File: src/rtl/serial_uart_bridge_pkg.sv
// rtl/serial_uart_bridge_pkg.sv - shared constants, FSM encodings and parity helper for the serial UART bridge
//
// Purpose : common definitions imported by serial_uart_bridge and serial_fifo.
//           DATA_W          - byte width carried on the serial port (8)
//           UART_IDLE_LEVEL - line level while no frame is in flight (1)
//           tx_state_t      - transmitter FSM states
//           rx_state_t      - receiver FSM states
//           even_parity()   - even-parity bit for one data byte
package serial_uart_bridge_pkg;

  localparam int   DATA_W          = 8;
  localparam logic UART_IDLE_LEVEL = 1'b1;

  typedef enum logic [2:0] {
    TX_IDLE   = 3'd0,
    TX_START  = 3'd1,
    TX_DATA   = 3'd2,
    TX_PARITY = 3'd3,
    TX_STOP   = 3'd4
  } tx_state_t;

  // RX_BREAK holds off re-arming after a framing error until the line is back high,
  // so a long low (break) is not mistaken for a string of start bits.
  typedef enum logic [2:0] {
    RX_IDLE   = 3'd0,
    RX_START  = 3'd1,
    RX_DATA   = 3'd2,
    RX_PARITY = 3'd3,
    RX_STOP   = 3'd4,
    RX_BREAK  = 3'd5
  } rx_state_t;

  function automatic logic even_parity(input logic [DATA_W-1:0] d);
    return ^d;
  endfunction

endpackage

File: src/rtl/serial_fifo.sv
// rtl/serial_fifo.sv - show-ahead synchronous FIFO used for the bridge TX and RX byte queues
//
// Purpose : DEPTH-entry (power of 2) FIFO, W bits wide, head visible without a pop.
// Ports   : clock  in  1      rising-edge clock
//           reset  in  1      asynchronous active-low reset, empties the FIFO
//           push   in  1      write wdata (ignored when full unless a pop happens in the same cycle)
//           wdata  in  W      data to write
//           pop    in  1      remove head (ignored when empty)
//           full   out 1      no free entry
//           empty  out 1      no valid entry
//           head   out W      oldest entry
module serial_fifo #(
  parameter int W     = 8,
  parameter int DEPTH = 4
) (
  input  logic         clock,
  input  logic         reset,
  input  logic         push,
  input  logic [W-1:0] wdata,
  input  logic         pop,
  output logic         full,
  output logic         empty,
  output logic [W-1:0] head
);

  localparam int AW = $clog2(DEPTH);

  // One extra pointer bit distinguishes full from empty when the index bits match.
  logic [AW:0]  wr_ptr;
  logic [AW:0]  rd_ptr;
  logic [W-1:0] mem [DEPTH];
  logic         wr_en;
  logic         rd_en;

  assign empty = (wr_ptr == rd_ptr);
  assign full  = (wr_ptr[AW] != rd_ptr[AW]) && (wr_ptr[AW-1:0] == rd_ptr[AW-1:0]);
  assign rd_en = pop && !empty;
  // A pop in the same cycle frees the slot, so a push into a full FIFO still lands.
  assign wr_en = push && (!full || rd_en);
  assign head  = mem[rd_ptr[AW-1:0]];

  always_ff @(posedge clock or negedge reset) begin
    if (!reset) begin
      wr_ptr <= '0;
      rd_ptr <= '0;
    end else begin
      if (wr_en) wr_ptr <= wr_ptr + (AW+1)'(1);
      if (rd_en) rd_ptr <= rd_ptr + (AW+1)'(1);
    end
  end

  always_ff @(posedge clock) begin
    if (wr_en) mem[wr_ptr[AW-1:0]] <= wdata;
  end

endmodule

File: src/rtl/serial_uart_bridge.sv
// rtl/serial_uart_bridge.sv - core serial port to UART TX/RX bridge with byte FIFOs and sticky error flags
//
// Purpose : bytes written by the core are queued and sent 8N1 (LSB first) on uart_tx_out;
//           frames on uart_rx_in are deserialised into a show-ahead queue the core reads.
// Option  : SERIAL_BRIDGE_PARITY_EN defined -> 8E1 framing, even parity after D7 on both
//           directions, RX mismatch drops the byte and sets rx_parity_err_out.
//           Undefined -> 8N1, rx_parity_err_out tied 0.
// Ports   : clock             in  1  rising-edge clock
//           reset             in  1  asynchronous active-low reset
//           core_wdata_in     in  8  byte from core
//           core_wren_in      in  1  core write strobe
//           core_rden_in      in  1  core consume strobe
//           core_rdata_out    out 8  RX queue head (0 when empty)
//           core_valid_out    out 1  RX queue non-empty
//           core_ready_out    out 1  TX queue not full
//           uart_rx_in        in  1  asynchronous line input, idle high
//           uart_tx_out       out 1  registered line output, idle high
//           tx_overflow_out   out 1  sticky: write while TX queue full
//           rx_overrun_out    out 1  sticky: byte received while RX queue full
//           rx_frame_err_out  out 1  sticky: stop bit sampled low
//           rx_parity_err_out out 1  sticky: parity mismatch
module serial_uart_bridge
  import serial_uart_bridge_pkg::*;
#(
  parameter int CLKS_PER_BIT = 434,
  parameter int TX_DEPTH     = 8,
  parameter int RX_DEPTH     = 4
) (
  input  logic              clock,
  input  logic              reset,
  input  logic [DATA_W-1:0] core_wdata_in,
  input  logic              core_wren_in,
  input  logic              core_rden_in,
  output logic [DATA_W-1:0] core_rdata_out,
  output logic              core_valid_out,
  output logic              core_ready_out,
  input  logic              uart_rx_in,
  output logic              uart_tx_out,
  output logic              tx_overflow_out,
  output logic              rx_overrun_out,
  output logic              rx_frame_err_out,
  output logic              rx_parity_err_out
);

  localparam int          BW       = $clog2(CLKS_PER_BIT);
  localparam logic [BW-1:0] BIT_END  = BW'(CLKS_PER_BIT - 1);
  localparam logic [BW-1:0] HALF_END = BW'(CLKS_PER_BIT / 2 - 1);

  // ---------------------------------------------------------------- TX queue
  logic              tx_full;
  logic              tx_empty;
  logic [DATA_W-1:0] tx_head;
  logic              tx_pop;
  logic              tx_push;

  assign tx_push = core_wren_in && !tx_full;

  serial_fifo #(.W(DATA_W), .DEPTH(TX_DEPTH)) u_tx_fifo (
    .clock (clock),
    .reset (reset),
    .push  (tx_push),
    .wdata (core_wdata_in),
    .pop   (tx_pop),
    .full  (tx_full),
    .empty (tx_empty),
    .head  (tx_head)
  );

  // ---------------------------------------------------------------- TX FSM
  tx_state_t         tx_state,  tx_state_n;
  logic [BW-1:0]     tx_baud,   tx_baud_n;
  logic [2:0]        tx_bit,    tx_bit_n;
  logic [DATA_W-1:0] tx_shift,  tx_shift_n;
  logic              tx_line,   tx_line_n;
  logic              tx_load;
`ifdef SERIAL_BRIDGE_PARITY_EN
  logic              tx_par,    tx_par_n;
`endif

  always_comb begin
    tx_state_n = tx_state;
    tx_baud_n  = tx_baud;
    tx_bit_n   = tx_bit;
    tx_shift_n = tx_shift;
    tx_line_n  = tx_line;
    tx_load    = 1'b0;
    tx_pop     = 1'b0;
`ifdef SERIAL_BRIDGE_PARITY_EN
    tx_par_n   = tx_par;
`endif
    case (tx_state)
      TX_IDLE: begin
        tx_line_n = UART_IDLE_LEVEL;
        tx_load   = !tx_empty;
      end
      TX_START: begin
        if (tx_baud == BIT_END) begin
          tx_baud_n  = '0;
          tx_bit_n   = '0;
          tx_line_n  = tx_shift[0];
          tx_state_n = TX_DATA;
        end else begin
          tx_baud_n = tx_baud + 1'b1;
        end
      end
      TX_DATA: begin
        if (tx_baud == BIT_END) begin
          tx_baud_n = '0;
          if (tx_bit == 3'd7) begin
`ifdef SERIAL_BRIDGE_PARITY_EN
            tx_line_n  = tx_par;
            tx_state_n = TX_PARITY;
`else
            tx_line_n  = UART_IDLE_LEVEL;
            tx_state_n = TX_STOP;
`endif
          end else begin
            tx_bit_n   = tx_bit + 3'd1;
            tx_shift_n = tx_shift >> 1;
            tx_line_n  = tx_shift[1];
          end
        end else begin
          tx_baud_n = tx_baud + 1'b1;
        end
      end
`ifdef SERIAL_BRIDGE_PARITY_EN
      TX_PARITY: begin
        if (tx_baud == BIT_END) begin
          tx_baud_n  = '0;
          tx_line_n  = UART_IDLE_LEVEL;
          tx_state_n = TX_STOP;
        end else begin
          tx_baud_n = tx_baud + 1'b1;
        end
      end
`endif
      TX_STOP: begin
        if (tx_baud == BIT_END) begin
          // Chain straight into the next start bit when more data is queued.
          tx_baud_n  = '0;
          tx_line_n  = UART_IDLE_LEVEL;
          tx_state_n = TX_IDLE;
          tx_load    = !tx_empty;
        end else begin
          tx_baud_n = tx_baud + 1'b1;
        end
      end
      default: begin
        tx_line_n  = UART_IDLE_LEVEL;
        tx_state_n = TX_IDLE;
      end
    endcase

    if (tx_load) begin
      tx_pop     = 1'b1;
      tx_shift_n = tx_head;
      tx_baud_n  = '0;
      tx_line_n  = 1'b0;
      tx_state_n = TX_START;
`ifdef SERIAL_BRIDGE_PARITY_EN
      tx_par_n   = even_parity(tx_head);
`endif
    end
  end

  always_ff @(posedge clock or negedge reset) begin
    if (!reset) begin
      tx_state <= TX_IDLE;
      tx_baud  <= '0;
      tx_bit   <= '0;
      tx_shift <= '0;
      tx_line  <= UART_IDLE_LEVEL;
`ifdef SERIAL_BRIDGE_PARITY_EN
      tx_par   <= 1'b0;
`endif
    end else begin
      tx_state <= tx_state_n;
      tx_baud  <= tx_baud_n;
      tx_bit   <= tx_bit_n;
      tx_shift <= tx_shift_n;
      tx_line  <= tx_line_n;
`ifdef SERIAL_BRIDGE_PARITY_EN
      tx_par   <= tx_par_n;
`endif
    end
  end

  assign uart_tx_out = tx_line;

  // ---------------------------------------------------------------- RX synchroniser
  logic [1:0] rx_sync;
  logic       rx_s;

  always_ff @(posedge clock or negedge reset) begin
    if (!reset) rx_sync <= {2{UART_IDLE_LEVEL}};
    else        rx_sync <= {rx_sync[0], uart_rx_in};
  end

  assign rx_s = rx_sync[1];

  // ---------------------------------------------------------------- RX FSM
  rx_state_t         rx_state,  rx_state_n;
  logic [BW-1:0]     rx_baud,   rx_baud_n;
  logic [2:0]        rx_bit,    rx_bit_n;
  logic [DATA_W-1:0] rx_shift,  rx_shift_n;
  logic              rx_push_req;
  logic              rx_frame_set;
  logic              rx_parity_set;
`ifdef SERIAL_BRIDGE_PARITY_EN
  logic              rx_par,    rx_par_n;
`endif

  always_comb begin
    rx_state_n    = rx_state;
    rx_baud_n     = rx_baud;
    rx_bit_n      = rx_bit;
    rx_shift_n    = rx_shift;
    rx_push_req   = 1'b0;
    rx_frame_set  = 1'b0;
    rx_parity_set = 1'b0;
`ifdef SERIAL_BRIDGE_PARITY_EN
    rx_par_n      = rx_par;
`endif
    case (rx_state)
      RX_IDLE: begin
        if (!rx_s) begin
          rx_baud_n  = '0;
          rx_state_n = RX_START;
        end
      end
      RX_START: begin
        // Re-check at half a bit: a low that has already gone away was noise.
        if (rx_baud == HALF_END) begin
          rx_baud_n  = '0;
          rx_bit_n   = '0;
          rx_state_n = rx_s ? RX_IDLE : RX_DATA;
        end else begin
          rx_baud_n = rx_baud + 1'b1;
        end
      end
      RX_DATA: begin
        if (rx_baud == BIT_END) begin
          rx_baud_n  = '0;
          rx_shift_n = {rx_s, rx_shift[DATA_W-1:1]};
          if (rx_bit == 3'd7) begin
`ifdef SERIAL_BRIDGE_PARITY_EN
            rx_state_n = RX_PARITY;
`else
            rx_state_n = RX_STOP;
`endif
          end else begin
            rx_bit_n = rx_bit + 3'd1;
          end
        end else begin
          rx_baud_n = rx_baud + 1'b1;
        end
      end
`ifdef SERIAL_BRIDGE_PARITY_EN
      RX_PARITY: begin
        if (rx_baud == BIT_END) begin
          rx_baud_n  = '0;
          rx_par_n   = rx_s;
          rx_state_n = RX_STOP;
        end else begin
          rx_baud_n = rx_baud + 1'b1;
        end
      end
`endif
      RX_STOP: begin
        if (rx_baud == BIT_END) begin
          rx_baud_n = '0;
          if (rx_s) begin
            rx_state_n = RX_IDLE;
`ifdef SERIAL_BRIDGE_PARITY_EN
            if (even_parity(rx_shift) != rx_par) rx_parity_set = 1'b1;
            else                                 rx_push_req   = 1'b1;
`else
            rx_push_req = 1'b1;
`endif
          end else begin
            rx_frame_set = 1'b1;
            rx_state_n   = RX_BREAK;
          end
        end else begin
          rx_baud_n = rx_baud + 1'b1;
        end
      end
      RX_BREAK: begin
        if (rx_s) rx_state_n = RX_IDLE;
      end
      default: rx_state_n = RX_IDLE;
    endcase
  end

  always_ff @(posedge clock or negedge reset) begin
    if (!reset) begin
      rx_state <= RX_IDLE;
      rx_baud  <= '0;
      rx_bit   <= '0;
      rx_shift <= '0;
`ifdef SERIAL_BRIDGE_PARITY_EN
      rx_par   <= 1'b0;
`endif
    end else begin
      rx_state <= rx_state_n;
      rx_baud  <= rx_baud_n;
      rx_bit   <= rx_bit_n;
      rx_shift <= rx_shift_n;
`ifdef SERIAL_BRIDGE_PARITY_EN
      rx_par   <= rx_par_n;
`endif
    end
  end

  // ---------------------------------------------------------------- RX queue
  logic              rx_full;
  logic              rx_empty;
  logic [DATA_W-1:0] rx_head;
  logic              rx_pop;

  assign rx_pop = core_rden_in && !rx_empty;

  serial_fifo #(.W(DATA_W), .DEPTH(RX_DEPTH)) u_rx_fifo (
    .clock (clock),
    .reset (reset),
    .push  (rx_push_req),
    .wdata (rx_shift),
    .pop   (rx_pop),
    .full  (rx_full),
    .empty (rx_empty),
    .head  (rx_head)
  );

  assign core_valid_out = !rx_empty;
  assign core_rdata_out = rx_empty ? '0 : rx_head;
  assign core_ready_out = !tx_full;

  // ---------------------------------------------------------------- sticky flags
  logic rx_parity_err;

  always_ff @(posedge clock or negedge reset) begin
    if (!reset) begin
      tx_overflow_out  <= 1'b0;
      rx_overrun_out   <= 1'b0;
      rx_frame_err_out <= 1'b0;
      rx_parity_err    <= 1'b0;
    end else begin
      if (core_wren_in && tx_full)            tx_overflow_out  <= 1'b1;
      if (rx_push_req && rx_full && !rx_pop)  rx_overrun_out   <= 1'b1;
      if (rx_frame_set)                       rx_frame_err_out <= 1'b1;
      if (rx_parity_set)                      rx_parity_err    <= 1'b1;
    end
  end

`ifdef SERIAL_BRIDGE_PARITY_EN
  assign rx_parity_err_out = rx_parity_err;
`else
  assign rx_parity_err_out = 1'b0;
`endif

endmodule

File: config.mk
export PLATFORM = sky130hd
export DESIGN_NAME = serial_uart_bridge
export DESIGN_NICKNAME = d
export VERILOG_FILES = /design/src/rtl/serial_uart_bridge_pkg.sv /design/src/rtl/serial_fifo.sv /design/src/rtl/serial_uart_bridge.sv
export SDC_FILE = /design/constraint.sdc
export NUM_CORES = 1
export LEC_CHECK = 0
export CAP_MARGIN = 10
export CORE_UTILIZATION = 55
export CTS_BUF_LIST = sky130_fd_sc_hd__clkbuf_8
export DETAILED_ROUTE_END_ITERATION = 16
export DONT_BUFFER_PORTS = 1
export GPL_TIMING_DRIVEN = 0
export PLACE_DENSITY = 0.69
export SETUP_SLACK_MARGIN = 0.02
export SLEW_MARGIN = 20
export SYNTH_ARGS = -nofsm -noshare
export SYNTH_HDL_FRONTEND = slang
export SYNTH_SLANG_ARGS = --single-unit
File: constraint.sdc
create_clock -name clock -period 3.4 [get_ports clock]
set_input_delay 0.34 -clock clock [delete_from_list [all_inputs] [get_ports clock]]
set_output_delay 0.34 -clock clock [all_outputs]
set_load 0.01 [all_outputs]
# After elaboration in Yosys (flattened, before gate mapping)
# Memories as Yosys holds them, arrays and structs flattened.
# Cells that the tools add are included.
# op_classes
magnitude_cmp	0
multipliers	0
n_reduce_logical	36
div	0
add_sub_neg	8
eq_ne	34
shift	0
mux	53
n_bitwise	0
# ops
cell	count
$mux W9	6
$mux W3	17
$mux W8	5
$pmux W9 S3	1
$ne A2 B2 Y1 const B	12
$add A9 B1 Y9 const B	2
$eq A9 B9 Y1 const B	2
$mux W1	17
$eq A3 B3 Y1 const B	5
$pmux W3 S5	1
$add A3 B1 Y3 const B	4
$ne A3 B3 Y1 const B	4
$pmux W3 S2	2
$pmux W3 S4	1
$logic_and A1 B1 Y1	11
$reduce_bool A2 Y1	5
$eq A9 B8 Y1 const B	1
$add A4 B1 Y4 const B	2
$reduce_and A4 Y1	2
$eq A3 B1 Y1 const B	2
$eq A3 B2 Y1 const B	2
$eq A3 B3 Y1	2
$logic_not A3 Y1	2
$reduce_and A3 Y1	2
other kinds (14)	21
# totals
rom_bits	0
input_bits	13
out_inout_bits	15
memories	2
register_bits	66
latch_bits	0
ram_bits	96
wordCells	150
# memory_table
memory	words	word_bits	rd	rd_clocked_by_memory_dff	wr	line_no	rtl
u_tx_fifo.mem	8	8	1	0	1	serial_fifo.sv:31	logic [W-1:0] mem [DEPTH];
u_rx_fifo.mem	4	8	1	0	1	serial_fifo.sv:31	

# Depth between registers and ports, before layout
# Gate-level depths: netlist of the first run.
# logic_depth
depth_word	10
mapped_depth	9

# By module
# From an unflattened synthesis of the first run, not the netlist that was laid out.
# hier_totals
cells_unflattened	516
area_unflattened_um2	7606.0
# modules_own_cells
module	n_inst	area_each_um2	cells_each	seq_area_each_um2
serial_fifo (u_tx_fifo)	1	3037.9	151	2122.0
serial_uart_bridge	1	2965.3	280	1305.0
serial_fifo (u_rx_fifo)	1	1602.8	85	1111.1

# Worst setup path before layout of the first run
# OpenSTA, ideal clock, no wires.
# synth_timing
path_type	reg-to-reg
startpoint	register u_tx_fifo.rd_ptr[1]
endpoint	memory u_tx_fifo.mem[4][0] (enable)
arrival_time_ns	2.236
synth_period_minus_slack_ns	2.634
slack_ns	0.766
path_stages_with_launch	6
setup_ns	0.398
path_cell_list	dfrtp_1 > clkbuf_1 > xnor2_1 > nand4b_1 > nand2_1 > nor4b_1
# synth_via
word_cells_on_any_way	14
classes_between	2 x eq/ne; 5 x mux; 7 x reduce/logical
# synth_lines
item	line_no	rtl
start, declared	serial_fifo.sv:30	logic [AW:0] rd_ptr;
start signal, assigned	serial_fifo.sv:48	if (rd_en) rd_ptr <= rd_ptr + (AW+1)'(1);
$eq A3 B3 Y1 (*)	serial_fifo.sv:36	assign full = (wr_ptr[AW] != rd_ptr[AW]) && (wr_ptr[AW-1:0] == rd_ptr[AW-1:0]);
$logic_and A1 B1 Y1 (*)	serial_fifo.sv:36	
$logic_not A1 Y1 (*)	-	
via core_ready_out	serial_uart_bridge.sv:36	output logic core_ready_out,
$logic_and A1 B1 Y1 / $logic_or A1 B1 Y1 (equally long branches)	serial_uart_bridge.sv:56, serial_fifo.sv:39	
$logic_and A1 B1 Y1 (*)	serial_fifo.sv:39	assign wr_en = push && (!full || rd_en);
$mux W1 (*)	serial_fifo.sv:53	if (wr_en) mem[wr_ptr[AW-1:0]] <= wdata;
$mux W1 (not written as such) (*)	serial_fifo.sv:53	
end, declared	serial_fifo.sv:31	
# The timed path passes the listed nets; every way through them passes the cells marked *.

# Worst setup path in the final report of the first run
# layout_timing
startpoint	register u_tx_fifo.rd_ptr[1]
endpoint	memory u_tx_fifo.mem[2][2] (enable)
# Same word-level chain as after synthesis.

==> results.sh, run 1 <==
export IMPL_endpoint_kind="flop"
export IMPL_path_clk_slew_ns=0.09
export IMPL_critPathSlowestCell="nor4b_2"
export IMPL_cts_made_buffers=17
export IMPL_clock_sink_count=162
export IMPL_syn_area_per_cell_sq_um=14.6
export IMPL_leakagePower_nw=3.04
export IMPL_multi_input_area_sq_um=2460
export IMPL_clock_skew_ns=0.0120
export IMPL_yosys_area_share_adder=0.0281
export IMPL_drt_total_wl_mm=12.3
export IMPL_yosysWarnings=0
export IMPL_cp_top_family="simple AND/OR/NAND/NOR gates"
export IMPL_pin_count=28
export IMPL_place_congestion=0.793
export IMPL_fmax_ghz=0.330
export IMPL_drc_errors=0
export IMPL_cellPowerDensity_nw_per_um2=611
export IMPL_status="finished, final reports clean"
export IMPL_synth_top_family_by_area="multiplexers"
export IMPL_via_per_inst=5.66
export IMPL_ff2ff_path_depth=6
export IMPL_dp_hpwl_mm=8.13
export IMPL_holdCritPathClass="input pin to flop"
export IMPL_synth_edf_count=96
export IMPL_synth_simple_area_share=0.104
export IMPL_path_depth=6
export IMPL_syn_cell_area_sq_um=7130
export IMPL_timing_rr_end="u_tx_fifo.mem[2][2]"
export IMPL_grt_pass1_vias=3948
export IMPL_maxSlewHeadroom=0.358
export IMPL_post_cts_buffers=0
export IMPL_peakVddDrop_mv=0.404
export IMPL_fin_crit_ns=3.03
export IMPL_crit_chain="clkbuf_1 > xnor2_1 > nand4b_1 > nand2_1 > nor4b_2 > buf_2"
export IMPL_dieWidth_microns=116
export IMPL_h_tree_depth=4
export IMPL_drtAntennaViolNets=0
export IMPL_cts_tree="built"
export IMPL_crit_end="u_tx_fifo.mem[2][2]"
export IMPL_fillerInstances=954
export IMPL_synthXorXnorAreaFrac=0.0233
export IMPL_wl_per_cell_microns=17.3
export IMPL_path_max_fanout=10
export IMPL_synthFlopType="edfxtp_1"
export IMPL_grt_remaining_overflow=0
export IMPL_crit_start="u_tx_fifo.rd_ptr[1]"
export IMPL_place_ws_ns=0.351
export IMPL_hp_start="core_wren_in"
export IMPL_async_flop_share=0.407
export IMPL_start_util=0.565
export IMPL_synth_top_area_share=0.404
export IMPL_clk_latency_ns=0.44
export IMPL_dieArea_sq_um=13400
export IMPL_synthDistinctLibCells=66
export IMPL_synth_area_top_cells="edfxtp_1 (40%), dfrtp_1 (22%), mux4_2 (7.6%)"
export IMPL_nets=552
export IMPL_regToRegStartpoint="u_tx_fifo.rd_ptr[1]"
export IMPL_core_area_sq_um=12600
export IMPL_synth_compound_area_share=0.0739
export IMPL_numPortBuffers=0
export IMPL_grt_pass1_wl_mm=20.1
export IMPL_drive_gt1_frac=0.192
export IMPL_rows=41
export IMPL_ff2ff_setup_slack_ns=0.37
export IMPL_finalCritPeriodShare=0.891
export IMPL_fin_ws_ns=0.371
export IMPL_first_pass_iters=5
export IMPL_worst_pin_slew_ns=0.959
export IMPL_critPathKind="flop to flop"
export IMPL_seq_area_sq_um=4540
export IMPL_synthCells=488
export IMPL_finalSetupViolCount=0
export IMPL_synth_ff_latch_count=162
export IMPL_cpPeakStageDelay_ns=0.70
export IMPL_grt_antenna_before_repair=0
export IMPL_tns_ns=0
export IMPL_cts_path_max_buffers=2
export IMPL_crit_buf_inv=2
export IMPL_required_ns=3.55
export IMPL_track_usage=0.201
export IMPL_fp_dieH_microns=116
export IMPL_clockRootBuffer="clkbuf_8"
export IMPL_critPathLaunchType="flop"
export IMPL_arrival_ns=3.18
export IMPL_synth_nets=517
export IMPL_ys_seq_area_frac=0.637
export IMPL_vias=4008
export IMPL_maxSlewViolCount=0
export IMPL_drv_cap=0
export IMPL_rsz0062_at_grt="false"
export IMPL_drt_initial_drc_count=239
export IMPL_grt_max_degree=67
export IMPL_muxShareOfSynthArea=0.110
export IMPL_antenna_cells=0
export IMPL_areaGrowthSynthToFinish_pct=11.3
export IMPL_post_cts_resized=0
export IMPL_yosysTopAreaCell="edfxtp_1"
export IMPL_final_hold_viol_count=0
==> kinds of logic after synthesis <==
logic type | after synthesis
flops | 162
simple gates | 128
compound gates | 76
mux | 47
buf+inv | 39
xor+xnor | 19
fa+ha+maj | 16
other cells | 1
==> worst register-to-register path, cell delays in order (launching register included) <==
cell      delay, ns
dfrtp_1        0.36
clkbuf_1       0.54
xnor2_1        0.24
nand4b_1       0.32
nand2_1        0.27
nor4b_2        0.70
buf_2          0.30
==> power breakdown <==
part | switching, mW | internal, mW
clock network | 0.726 | 0.662
registers | 0.129 | 2.33
logic | 0.553 | 0.445
total | 1.41 | 3.44
==> sequential cells by signal, indices dropped and copies added (netlist names), 4 cells and up <==
| name | cells |
|---|---|
| tx_shift | 8 |
| u_rx_fifo.mem | 32 |
| u_tx_fifo.rd_ptr | 4 |
| rx_shift | 8 |
| u_tx_fifo.wr_ptr | 4 |
| u_tx_fifo.mem | 64 |
| rx_baud | 9 |
| tx_baud | 9 |
==> cell usage after synthesis, types with 3 or more instances <==
library cell and instances:
edfxtp_1 96, dfrtp_1 63, nand2_1 26, mux4_2 24, nor2_1 19, o21ai_0 19
clkbuf_1 17, ha_1 16, xnor2_1 14, a21oi_1 13, and2_1 13, inv_1 12
mux2_2 12, mux2i_1 11, nand3_1 10, nor3b_1 9, nor3_1 8, nor2b_1 7
a21o_1 6, nand4_1 6, a221o_1 5, xor2_1 5, a211oi_1 4, and3_1 4
buf_2 4, a31oi_1 3, buf_1 3, dfstp_2 3, nor4_1 3, nor4b_1 3
o31ai_1 3
==> worst min path at each step <==
stage | to | slack, ns | cells after the start
floorplan | rx_baud[0] | 0.04 | 0
global placement | u_rx_fifo.rd_ptr[0] | 0.05 | 0
detailed placement | u_rx_fifo.rd_ptr[0] | 0.05 | 0
CTS | tx_overflow_out | 0.01 | 2
global route | tx_overflow_out | 0.03 | 2
finish | tx_overflow_out | 0.03 | 2
==> timing repair <==
item                                   4_1_cts  5_1_grt
endpoints found under the hold margin      131        0
setup endpoints to repair                    0        0
hold buffers                                11        0
==> layout by cell type (no fill, tap or decap), types with 3 or more instances in the layout <==
cell	instances
edfxtp_1	96
dfrtp_1	63
nand2_1	26
mux4_2	24
nor2_1	19
o21ai_0	19
clkbuf_1	17
clkbuf_8	17
ha_1	16
xnor2_1	14
inv_1	13
and2_1	13
a21oi_1	13
mux2_2	12
mux2i_1	11
nand3_1	10
dlygate4sd3_1	10
nor3b_1	7
nor2b_1	7
buf_2	6
nor3_1	6
nand4_1	6
a21o_1	6
xor2_1	5
buf_4	5
a221o_1	5
a211oi_1	4
and3_1	4
buf_1	3
o31ai_1	3
a31oi_1	3
inv_6	3
clkinvlp_4	3
clkinv_2	3
dfstp_2	3
==> cell type report <==
cell class / count / area share
Sequential cell: 162 / 0.572
Multi-Input combinational cell: 287 / 0.310
Timing Repair Buffer: 16 / 0.0202
Buffer: 27 / 0.0153
Clock buffer: 17 / 0.0295
Clock inverter: 15 / 0.0200
Inverter: 12 / 0.00568
Tap cell: 172 / 0.0271
==> per-layer routing <==
metal  up-vias  routed length [microns]  GRT usage
li1       1927                        -          -
met1      2002                     5840      0.279
met3         6                      448     0.0492
met4         0                       82     0.0632
met2        73                     5910      0.315
met5         -                        0          0
==> stage by stage <==
| step | hold slack (ns) | cell area (sq um) | cells | util | power [mW] |
|---|---|---|---|---|---|
| 6_report | 0.0302 | 7940 | 708 | 0.629 | 4.85 |
| 5_1_grt | 0.0349 | 7940 | 708 | 0.629 | 5.10 |
| 4_1_cts | 0.0119 | 7940 | 708 | 0.629 | 4.90 |
| 3_5_place_dp | 0.0463 | 7410 | 665 | 0.588 | 3.48 |
| 3_3_place_gp | 0.0464 | 7340 | 660 | 0.582 | 3.40 |
| 2_1_floorplan | 0.0444 | 7130 | 488 | - | 3.21 |
Power figures use the tool's default switching activity.
==> run 2, diff against run 1 <==
--- a/config.mk
+++ b/config.mk
@@ -6,6 +6,7 @@
 export NUM_CORES = 1
 export LEC_CHECK = 0
 export CAP_MARGIN = 10
+export CORE_ASPECT_RATIO = 0.7
 export CORE_UTILIZATION = 55
 export CTS_BUF_LIST = sky130_fd_sc_hd__clkbuf_8
 export DETAILED_ROUTE_END_ITERATION = 16
==> run 2 against run 1 <==
First-iteration DRC count fell by 17%; utilization rose by 0.45 points; sequential share of layout area rose by 0.11 points; critical path depth rose by 1; worst setup slack improved by 0.20 ns; worst hold slack improved by 0.036 ns; global-route usage rose by 0.73 points; critical path type unchanged.
==> results.sh, run 2 (same netlist as run 1, synthesis figures left out) <==
export IMPL_fin_crit_ns=2.83
export IMPL_drv_cap=0
export IMPL_fp_dieH_microns=97.3
export IMPL_finalCritPeriodShare=0.833
export IMPL_drc_errors=0
export IMPL_required_ns=3.48
export IMPL_wl_per_cell_microns=18.5
export IMPL_finalSetupViolCount=0
export IMPL_largest_reg_flops=64
export IMPL_fmax_ghz=0.353
export IMPL_status="finished, final reports clean"
export IMPL_drt_total_wl_mm=13.0
export IMPL_clock_skew_ns=0.0148
export IMPL_grt_antenna_before_repair=0
export IMPL_grt_pass1_vias=4145
export IMPL_holdCritPathClass="input pin to flop"
export IMPL_worst_pin_slew_ns=0.927
export IMPL_p_total_mw=4.84
export IMPL_dieArea_sq_um=13400
export IMPL_peakVddDrop_mv=0.478
export IMPL_place_congestion=0.823
export IMPL_fin_cells=700
export IMPL_cts_made_buffers=17
export IMPL_clock_sink_count=162
export IMPL_dp_hpwl_mm=8.44
export IMPL_grt_max_degree=67
export IMPL_areaGrowthSynthToFinish_pct=11.1
export IMPL_pin_count=28
export IMPL_cp_top_family="simple AND/OR/NAND/NOR gates"
export IMPL_final_hold_viol_count=0
export IMPL_fillerInstances=947
export IMPL_grt_pass1_wl_mm=21.2
export IMPL_numPortBuffers=0
export IMPL_via_per_inst=5.92
export IMPL_crit_buf_inv=2
export IMPL_maxSlewHeadroom=0.380
export IMPL_drive_gt1_frac=0.193
export IMPL_cellPowerDensity_nw_per_um2=611
export IMPL_rsz0062_at_grt="false"
export IMPL_clk_latency_ns=0.45
export IMPL_drtAntennaViolNets=0
export IMPL_dieWidth_microns=138
export IMPL_crit_chain="inv_1 > ha_1 > nand2_1 > nor4_2 > and4b_1 > clkbuf_1 > and2_1"
export IMPL_cts_path_max_buffers=2
export IMPL_drt_initial_drc_count=198
export IMPL_antenna_cells=0
export IMPL_clockRootBuffer="clkbuf_8"
export IMPL_final_common_cell="edfxtp_1"
export IMPL_grt_remaining_overflow=0
export IMPL_core_area_sq_um=12500
export IMPL_utilization=0.633
export IMPL_rows=34
export IMPL_hold_buffers=12
export IMPL_post_cts_resized=0
export IMPL_critPathSlowestCell="nor4_2"
export IMPL_first_pass_iters=4
export IMPL_placed_cells=656
export IMPL_path_max_fanout=10
export IMPL_track_usage=0.208
export IMPL_nets=554
export IMPL_leakagePower_nw=3.04
export IMPL_arrival_ns=2.92
export IMPL_cts_tree="built"
export IMPL_critPathKind="flop to flop"
export IMPL_path_clk_slew_ns=0.09
export IMPL_post_cts_buffers=0
export IMPL_maxSlewViolCount=0
export IMPL_mostFrequentLayoutCells="edfxtp_1 (96), dfrtp_1 (63), nand2_1 (26)"
export IMPL_cpPeakStageDelay_ns=0.67
export IMPL_vias=4141
export IMPL_endpoint_kind="flop"
export IMPL_start_util=0.570
export IMPL_critPathLaunchType="flop"
export IMPL_h_tree_depth=4
==> run 2: area by class of cell <==
type / instances / area (sq um) / share of cell area
inverters: 12 / 45.0 / 0.00569
flip-flops and latches: 162 / 4540 / 0.573
multi-input cells: 287 / 2460 / 0.311
repair buffers: 18 / 173 / 0.0218
clock buffers: 17 / 234 / 0.0295
plain buffers: 27 / 121 / 0.0153
well taps: 162 / 203 / 0.0256
clock inverters: 15 / 144 / 0.0182
==> run 2: routing by layer <==
metal,up-vias,GRT usage,share of wire
met5,-,0,0
met4,0,0.0786,0.0096
met3,12,0.0448,0.029
met2,70,0.328,0.48
met1,2137,0.286,0.48
li1,1922,-,-
==> run 2: path summary, 6_finish.rpt <==
check	startpoint	to	slack (ns)	cells after the start
max	rx_baud[1]	u_rx_fifo.mem[3][7]	0.57	7
min	core_wren_in	u_tx_fifo.wr_ptr[2]	0.07	2
max reg2reg	rx_baud[1]	u_rx_fifo.mem[3][7]	0.57	7
min reg2reg	rx_sync[0]	rx_sync[1]	0.36	0
max in group asynchronous	reset	uart_tx_out	2.58	2
min in group asynchronous	reset	tx_shift[7]	0.51	2
==> run 2: power by group <==
group	total [mW]	internal (mW)	switching [mW]
sequential	2.47	2.33	0.135
clock	1.37	0.601	0.772
combinational	1.00	0.447	0.552
total	4.84	3.38	1.46
==> run 2: stage by stage <==
| step | setup WS, ns | hold slack (ns) | TNS (ns) | area [sq um] |
|---|---|---|---|---|
| after CTS | 0.552 | 0.0413 | 0 | 7920 |
| after global placement | -0.472 | 0.0462 | -8.59 | 7330 |
| after floorplan | 0.766 | 0.0444 | 0 | 7130 |
| final | 0.567 | 0.0658 | 0 | 7920 |
| after detailed placement | 0.561 | 0.0467 | 0 | 7400 |
| after global routing | 0.350 | 0.0519 | 0 | 7920 |
==> run 2: worst register-to-register path, stage by stage, from the launching register on <==
cell and delay (ns):
dfrtp_1 0.41, inv_1 0.10, ha_1 0.14, nand2_1 0.07, nor4_2 0.67, and4b_1 0.29, clkbuf_1 0.27, and2_1 0.51
